**config.mk**
```make
export PLATFORM = sky130hd
export DESIGN_NAME = safelock_controller
export DESIGN_NICKNAME = d
export VERILOG_FILES = /design/src/rtl/safelock_controller.sv
export SDC_FILE = /design/constraint.sdc
export NUM_CORES = 1
export LEC_CHECK = 0
export ABC_CLOCK_PERIOD_IN_PS = 6250
export CAP_MARGIN = 10
export CORE_MARGIN = 8
export CORE_UTILIZATION = 45
export DETAILED_ROUTE_END_ITERATION = 7
export DONT_BUFFER_PORTS = 1
export GPL_TIMING_DRIVEN = 0
export PLACE_DENSITY_LB_ADDON = 0.1
export SLEW_MARGIN = 20
export SYNTH_ARGS = -nofsm -noshare
export SYNTH_HDL_FRONTEND = slang
export SYNTH_SLANG_ARGS = --single-unit
```
**constraint.sdc**
```tcl
create_clock -name i_clk -period 6.25 [get_ports i_clk]
set_input_delay 1.5625 -clock i_clk [delete_from_list [all_inputs] [get_ports i_clk]]
set_output_delay 1.5625 -clock i_clk [all_outputs]
set_load 0.05 [all_outputs]
```
**src/rtl/safelock_controller.sv**
```systemverilog
// Safelock code-path sequencer: collects BCD digits, checks them against the stored code,
// times the unlock window, counts failures, enforces lockout and reprograms the code.
module safelock_controller #(
    parameter logic [11:0] DEFAULT_CODE   = 12'h123,
    parameter int unsigned MAX_TRIES      = 3,
    parameter int unsigned UNLOCK_CYCLES  = 500,
    parameter int unsigned LOCKOUT_CYCLES = 1000
) (
    input  logic        i_clk,
    input  logic        i_rst_n,
    input  logic        i_digit_valid,
    input  logic [3:0]  i_digit,
    input  logic        i_enter,
    input  logic        i_clear,
    input  logic        i_set_mode,
    output logic        o_dec_en,
    output logic [11:0] o_password,
    output logic        o_unlocked,
    output logic        o_lockout,
    output logic [1:0]  o_fail_cnt,
    output logic        o_err
);

    localparam int unsigned UW = $clog2(UNLOCK_CYCLES) + 1;
    localparam int unsigned LW = $clog2(LOCKOUT_CYCLES) + 1;

    typedef enum logic [2:0] {
        StIdle, StEntry, StCheck, StUnlocked, StProgram, StCommit, StLockout
    } state_t;

    state_t          state_q, state_d;
    logic [11:0]     entry_q, entry_d;
    logic [1:0]      cnt_q, cnt_d;
    logic [1:0]      fail_q, fail_d;
    logic [11:0]     code_q, code_d;
    logic [UW-1:0]   utmr_q, utmr_d;
    logic [LW-1:0]   ltmr_q, ltmr_d;
    logic            err_q, err_d;
    logic            dec_en_q, unlocked_q, lockout_q;
    logic            digit_ok;
    logic [1:0]      fail_next;

    assign digit_ok  = (i_digit <= 4'd9);
    assign fail_next = fail_q + 2'd1;

    always_comb begin
        state_d = state_q;
        entry_d = entry_q;
        cnt_d   = cnt_q;
        fail_d  = fail_q;
        code_d  = code_q;
        utmr_d  = utmr_q;
        ltmr_d  = ltmr_q;
        err_d   = 1'b0;
        unique case (state_q)
            StIdle: begin
                // clear/enter have no effect here but still mask a same-cycle digit
                if (!i_clear && !i_enter && i_digit_valid) begin
                    if (digit_ok) begin
                        entry_d = {entry_q[7:0], i_digit};
                        cnt_d   = cnt_q + 2'd1;
                        state_d = StEntry;
                    end else begin
                        err_d = 1'b1;
                    end
                end
            end
            StEntry, StProgram: begin
                if (i_clear) begin
                    entry_d = '0;
                    cnt_d   = '0;
                    state_d = (state_q == StEntry) ? StIdle : StUnlocked;
                end else if (i_enter) begin
                    if (cnt_q == 2'd3) state_d = (state_q == StEntry) ? StCheck : StCommit;
                    else               err_d   = 1'b1;
                end else if (i_digit_valid) begin
                    if (digit_ok && cnt_q != 2'd3) begin
                        entry_d = {entry_q[7:0], i_digit};
                        cnt_d   = cnt_q + 2'd1;
                    end else begin
                        err_d = 1'b1;
                    end
                end
            end
            StCheck: begin
                if (entry_q == code_q) begin
                    fail_d  = '0;
                    utmr_d  = UW'(UNLOCK_CYCLES - 1);
                    state_d = StUnlocked;
                end else begin
                    fail_d  = fail_next;
                    entry_d = '0;
                    cnt_d   = '0;
                    if (fail_next == 2'(MAX_TRIES)) begin
                        ltmr_d  = LW'(LOCKOUT_CYCLES - 1);
                        state_d = StLockout;
                    end else begin
                        state_d = StIdle;
                    end
                end
            end
            StUnlocked: begin
                if (i_clear || utmr_q == '0) begin
                    entry_d = '0;
                    cnt_d   = '0;
                    state_d = StIdle;
                end else begin
                    utmr_d = utmr_q - UW'(1);
                    if (i_set_mode) begin
                        entry_d = '0;
                        cnt_d   = '0;
                        state_d = StProgram;
                    end
                end
            end
            StCommit: begin
                code_d  = entry_q;
                utmr_d  = UW'(UNLOCK_CYCLES - 1);
                state_d = StUnlocked;
            end
            StLockout: begin
                if (ltmr_q == '0) begin
                    fail_d  = '0;
                    state_d = StIdle;
                end else begin
                    ltmr_d = ltmr_q - LW'(1);
                end
            end
            default: begin
                entry_d = '0;
                cnt_d   = '0;
                state_d = StIdle;
            end
        endcase
    end

    // Output flags are decoded from the next state so they line up with the state register.
    always_ff @(posedge i_clk) begin
        if (!i_rst_n) begin
            state_q    <= StIdle;
            entry_q    <= '0;
            cnt_q      <= '0;
            fail_q     <= '0;
            code_q     <= DEFAULT_CODE;
            utmr_q     <= '0;
            ltmr_q     <= '0;
            err_q      <= 1'b0;
            dec_en_q   <= 1'b0;
            unlocked_q <= 1'b0;
            lockout_q  <= 1'b0;
        end else begin
            state_q    <= state_d;
            entry_q    <= entry_d;
            cnt_q      <= cnt_d;
            fail_q     <= fail_d;
            code_q     <= code_d;
            utmr_q     <= utmr_d;
            ltmr_q     <= ltmr_d;
            err_q      <= err_d;
            dec_en_q   <= (state_d == StEntry) || (state_d == StCheck) ||
                          (state_d == StProgram) || (state_d == StCommit);
            unlocked_q <= (state_d == StUnlocked) || (state_d == StProgram) ||
                          (state_d == StCommit);
            lockout_q  <= (state_d == StLockout);
        end
    end

    assign o_dec_en   = dec_en_q;
    assign o_password = entry_q;
    assign o_unlocked = unlocked_q;
    assign o_lockout  = lockout_q;
    assign o_fail_cnt = fail_q;
    assign o_err      = err_q;

endmodule

```
**Yosys cells after proc, flatten, opt, wreduce, memory -nomap -nowiden**

Index checks and enable logic that the tools add are counted.

- $add $sub $neg: 4
- Order comparisons: 1
- Eq/ne operators: 28
- Multiplexer cells: 51
- Bitwise gates (word level): 1
- Reductions and logical operators: 22

Operator list:

| cell | count |
|---|---|
| $mux W12 | 9 |
| $pmux W12 S5 | 1 |
| $mux W11 | 3 |
| $mux W3 | 11 |
| $pmux W10 S3 | 1 |
| $mux W2 | 12 |
| $pmux W11 S2 | 1 |
| $mux W10 | 2 |
| $eq A3 B3 Y1 const B | 6 |
| $ne A2 B2 Y1 const B | 9 |
| $pmux W3 S6 | 1 |
| $eq A12 B12 Y1 | 1 |
| $eq A3 B2 Y1 const B | 4 |
| $ne A3 B3 Y1 const B | 4 |
| $logic_not A11 Y1 | 1 |
| $sub A11 B1 Y11 const B | 1 |
| $logic_not A10 Y1 | 1 |
| $pmux W2 S5 | 1 |
| $sub A10 B1 Y10 const B | 1 |
| $reduce_and A8 Y1 | 1 |
| $mux W1 | 7 |
| $eq A3 B1 Y1 const B | 2 |
| $logic_or A1 B1 Y1 | 6 |
| $add A2 B1 Y2 const B | 2 |
| 14 further kinds | 19 |

- Flip-flop bits (word level): 56
- Input port bits: 10
- Output and inout port bits: 18
- Logic and storage cells: 118

**Depth between registers and ports, before layout**

- Word-level depth: 10
- Mapped depth: 9
- Gate-level depth less buffers: 8

**Worst setup path after synthesis**

Ideal clock, no wire load.

- Path kind: input -> register
- From: input i_digit[1]
- To: register entry_q[10], in the netlist o_password[10]
- Library setup time: 61 ps
- Arrival: 3045 ps
- Required time: 6189 ps
- Slack: 3144 ps
- Stages: 7
- Buffers on the path: 1
- Cells stage by stage: o21ai_0 > nand2_1 > or4_1 > o2111ai_1 > nor4b_2 > buf_2 > a22o_1

- Word-level cells in the longest chain between the ends: 4
- Elaborated cells on any way between the ends: 5
- Classes of those cells: order compare: 1; eq/ne: 2; reduce/logical: 2

RTL lines:

| item | RTL line | text |
|---|---|---|
| start: declaration | 12 | `input logic [3:0] i_digit,` |
| $le A4 B4 Y1 (*) | 43 | `assign digit_ok = (i_digit <= 4'd9);` |
| $logic_and A1 B1 Y1 | 77 | `if (digit_ok && cnt_q != 2'd3) begin` |
| $ne A3 B3 Y1 (no source line) | - |  |
| $reduce_and A8 Y1 (no source line) (*) | - |  |
| end signal: assignment | 153 | `entry_q <= entry_d;` |
| end: declaration | 32 | `logic [11:0] entry_q, entry_d;` |

Mark *: on every way between the ends. The rest lies on a longest branch, timed or not.
A chain may end at the register's enable or synchronous reset.

**Final worst setup path**

- From: input i_clear
- To: register entry_q[8], in the netlist o_password[8]

- Word-level cells in the longest chain between the ends: 5
- Elaborated cells on any way between the ends: 13
- Classes of those cells: eq/ne: 5; mux: 3; reduce/logical: 5

RTL lines:

| item | RTL line | text |
|---|---|---|
| start: declaration | 14 | `input logic i_clear,` |
| $logic_not A1 Y1 | 58 | `if (!i_clear && !i_enter && i_digit_valid) begin` |
| $logic_and A1 B1 Y1 (2 in a row) | 58 |  |
| $ne A2 B2 Y1 (no source line) | - |  |
| $reduce_and A8 Y1 (no source line) | - |  |

Parallel ways exist; a longest one is shown, timed or not.

==> results.cfg <==
[status]
status = complete, no violations

[synth]
synth_top_family_by_area = simple AND/OR/NAND/NOR gates
synth_cell_types = 49
synth-compound-area-share_pct = 20.9
synth_edf_count = 0
yosys.area_share.xor_xnor_pct = 5.32
synth_seq_cells = 56
syn_area_per_cell_um2 = 8.61
synth-seq-area-share_pct = 42.6
syn_nets = 320
async_reset_ff_share_pct = 0
synthCells = 306
ys_warn_count = 0
synth.mux.area_fraction_pct = 1.57
yosys.area_share.simple_pct = 24.0
syn_area_um2 = 2630
ys.flop_type = dfxtp_1
synth_fa_ha_area_share_pct = 2.28

[setup_path]
path_buf_inv = 1
startpoint = i_clear
path_max_fanout = 10
worstPathCellList = nor2_1 -> nand4_1 -> o211a_1 -> a21oi_1 -> buf_2 -> a22o_1
cp_top_family = compound AO/OA/AOI/OAI gates
crit_type = input pin to flip-flop
slowest_stage = nand4_1
cpPeakStageDelay_ns = 0.38
worstReg2RegStart = o_password[7]$_SDFFE_PN0P_
cp_data_arrival_time_ns = 3.43
crit_path_end_kind = flip-flop
cp.required_ns = 6.50
cp-start-kind = input pin

[sta]
tns_ns = 0
post-route-period-util_pct = 50.7
finalClockSkew_ns = 0.00713
relSlewSlack_pct = 52.3
tightest_slew_ns = 0.715
rsz0062_at_grt = no
final-hold-violation-count = 0
setup_viol = 0
slew_viol_final = 0
fin_crit_ns = 3.17
maxClockFrequency_ghz = 0.315

[place]
portBuffers = 0
dpl.hpwl_mm = 4.71
gp_congestion = 0.783

[global_routing]
grt_pass1_wl_mm = 10.6
grt.overflow.total = 0
antenna_found_initial = 0
grt_pass1_vias = 2118
grt_max_degree = 17
track_usage_pct = 15.3

[route]
drt-initial-drc-count = 102
vias = 2236
via_per_inst = 5.75
wl_per_cell_um = 16.2
drc = 0
drtPass1Iterations = 4
wirelength_mm = 6.29
postRouteAntennaNets = 0

[cts]
cts_resized = 0
cts_tree = yes
cts_made_buffers = 5
clk_pin_slew_ns = 0.09
h-tree-depth = 2
postCtsSetupRepairBufs = 0
ctsHoldBuffers = 0
cts.sinks = 56
clk_latency_ns = 0.31
root_buffer = clkbuf_8
clk_path_buf_depth = 2

[die]
coreArea_um2 = 5780
die_w_um = 92.5
die_y_um = 92.5
fp.dieArea_um2 = 8560
rows = 28
start_util_pct = 45.6
num_io_pins = 28

[layout]
final_nets = 327
drive_gt1_share_pct = 6.05
utilization_pct = 49.0
nFillCells = 598
area_delta_synth_final_pct = 7.65
diodes = 0

[worst_hold_path]
min_from = code_q[2]$_SDFFE_PN0P_
hold_class = flip-flop to flip-flop

[job]
maxCapViolCount = 0

[power_and_ir_drop]
peakVddDrop_mv = 0.104
p_leak_uw = 0.00109
p_per_area_nw_per_um2 = 218
==> final timing paths <==
check | endpoint | slack (ns) | cells past startpoint
worst max-delay path | o_password[8]$_SDFFE_PN0P_ | 3.08 | 6
worst min-delay path | code_q[2]$_SDFFE_PN0P_ | 0.47 | 2
worst max register to register | o_password[8]$_SDFFE_PN0P_ | 3.33 | 7
worst min register to register | code_q[2]$_SDFFE_PN0P_ | 0.47 | 2
==> layout by cell type, fill, tap and decap left out, types with 2 or more instances in the layout <==
cell type / Yosys / layout
a22o_1: 14 / 14
clkbuf_1: 10 / 11
nor4_1: 7 / 7
a211oi_1: 5 / 5
a311oi_1: 5 / 5
nand4_1: 5 / 5
nor2b_1: 3 / 3
a31oi_1: 5 / 5
nor2_1: 23 / 23
nand4b_1: 2 / 2
o22ai_1: 3 / 3
dfxtp_1: 56 / 56
or3_1: 6 / 6
and3_1: 3 / 3
or4_1: 2 / 2
o31ai_1: 2 / 2
o21ai_0: 13 / 13
o211ai_1: 2 / 2
nand2b_1: 3 / 3
xor2_1: 15 / 15
nor4b_2: 3 / 3
inv_1: 10 / 10
nor3_1: 4 / 4
nand3_1: 7 / 7
ha_1: 4 / 4
clkbuf_8: 0 / 5
nand2_1: 42 / 42
buf_2: 3 / 3
a21oi_1: 26 / 26
mux2i_1: 3 / 3
==> metal layers <==
| layer | global-route usage [%] | part of all wire [%] | up-vias |
|---|---|---|---|
| li1 | - | - | 1133 |
| met1 | 21.1 | 51 | 1061 |
| met2 | 23.4 | 44 | 37 |
| met3 | 3.64 | 4.6 | 5 |
| met4 | 4.03 | 1.1 | 0 |
| met5 | 0 | 0 | - |
==> state kept, by name (all words and copies together) (netlist names) <==
name        flops
cnt_q           2
o_password     12
o_err           1
ltmr_q         11
utmr_q         10
o_unlocked      1
o_lockout       1
o_dec_en        1
code_q         12
state_q         3
o_fail_cnt      2
==> cell families (layout without fill, tap and decap cells) <==
| family | Yosys count | count (layout) |
|---|---|---|
| compound gates | 83 | 83 |
| buf+inv | 23 | 31 |
| simple gates | 119 | 119 |
| mux | 4 | 4 |
| flops | 56 | 56 |
| fa+ha+maj | 5 | 5 |
| xor+xnor | 16 | 16 |
==> power by group <==
group          internal (µW)  total (µW)  switching, µW
Combinational           6.70        19.6           12.9
Clock                    119         232            113
Sequential               359         367           8.01
==> stage by stage <==
step / instances / power [µW] / worst slack [ns] / area, µm² / hold WS [ns]
final: 389 / 618 / 3.08 / 2840 / 0.471
after floorplan: 306 / 388 / 3.14 / 2630 / 0.433
after global placement: 381 / 395 / 2.82 / 2730 / 0.451
after CTS: 389 / 625 / 3.09 / 2840 / 0.474
after detailed placement: 381 / 395 / 2.78 / 2730 / 0.460
after global routing: 389 / 644 / 2.89 / 2840 / 0.493
==> cells in the mapped netlist (all sizes together), types with 2 or more instances <==
library cell	instances	area, µm²
a211oi	5	37.5
a21oi	27	139
a22o	14	123
a311oi	5	43.8
a31oi	5	31.3
and3	3	18.8
buf	3	15.0
clkbuf	10	37.5
dfxtp	56	1120
ha	4	50.1
inv	10	37.5
mux2i	3	30.0
nand2	42	158
nand2b	3	18.8
nand3	7	35.0
nand4	5	31.3
nand4b	2	17.5
nor2	23	86.3
nor2b	3	18.8
nor3	4	20.0
nor4	7	43.8
nor4b	4	68.8
o211ai	2	15.0
o21ai	13	65.1
o22ai	3	18.8
o31ai	2	15.0
or2	2	12.5
or3	6	37.5
or4	3	26.3
xor2	15	131
==> worst reg2reg max path, stage by stage (launching register included) <==
cell     delay [ns]
dfxtp_1        0.74
xor2_1         0.14
nor4_1         0.47
nand4_1        0.42
o211a_1        0.27
a21oi_1        0.37
buf_2          0.31
a22o_1         0.16
==> cell type report <==
class	count	area, µm²	share of cell area [%]
clock inverter	2	35.0	1.24
sequential	56	1120	39.5
inverter	10	37.5	1.32
buffer	13	52.6	1.85
multi-input combinational	227	1420	50.2
clock buffer	6	72.6	2.56
tap	75	93.8	3.31
No activity file was read; power rests on OpenSTA's default activity.
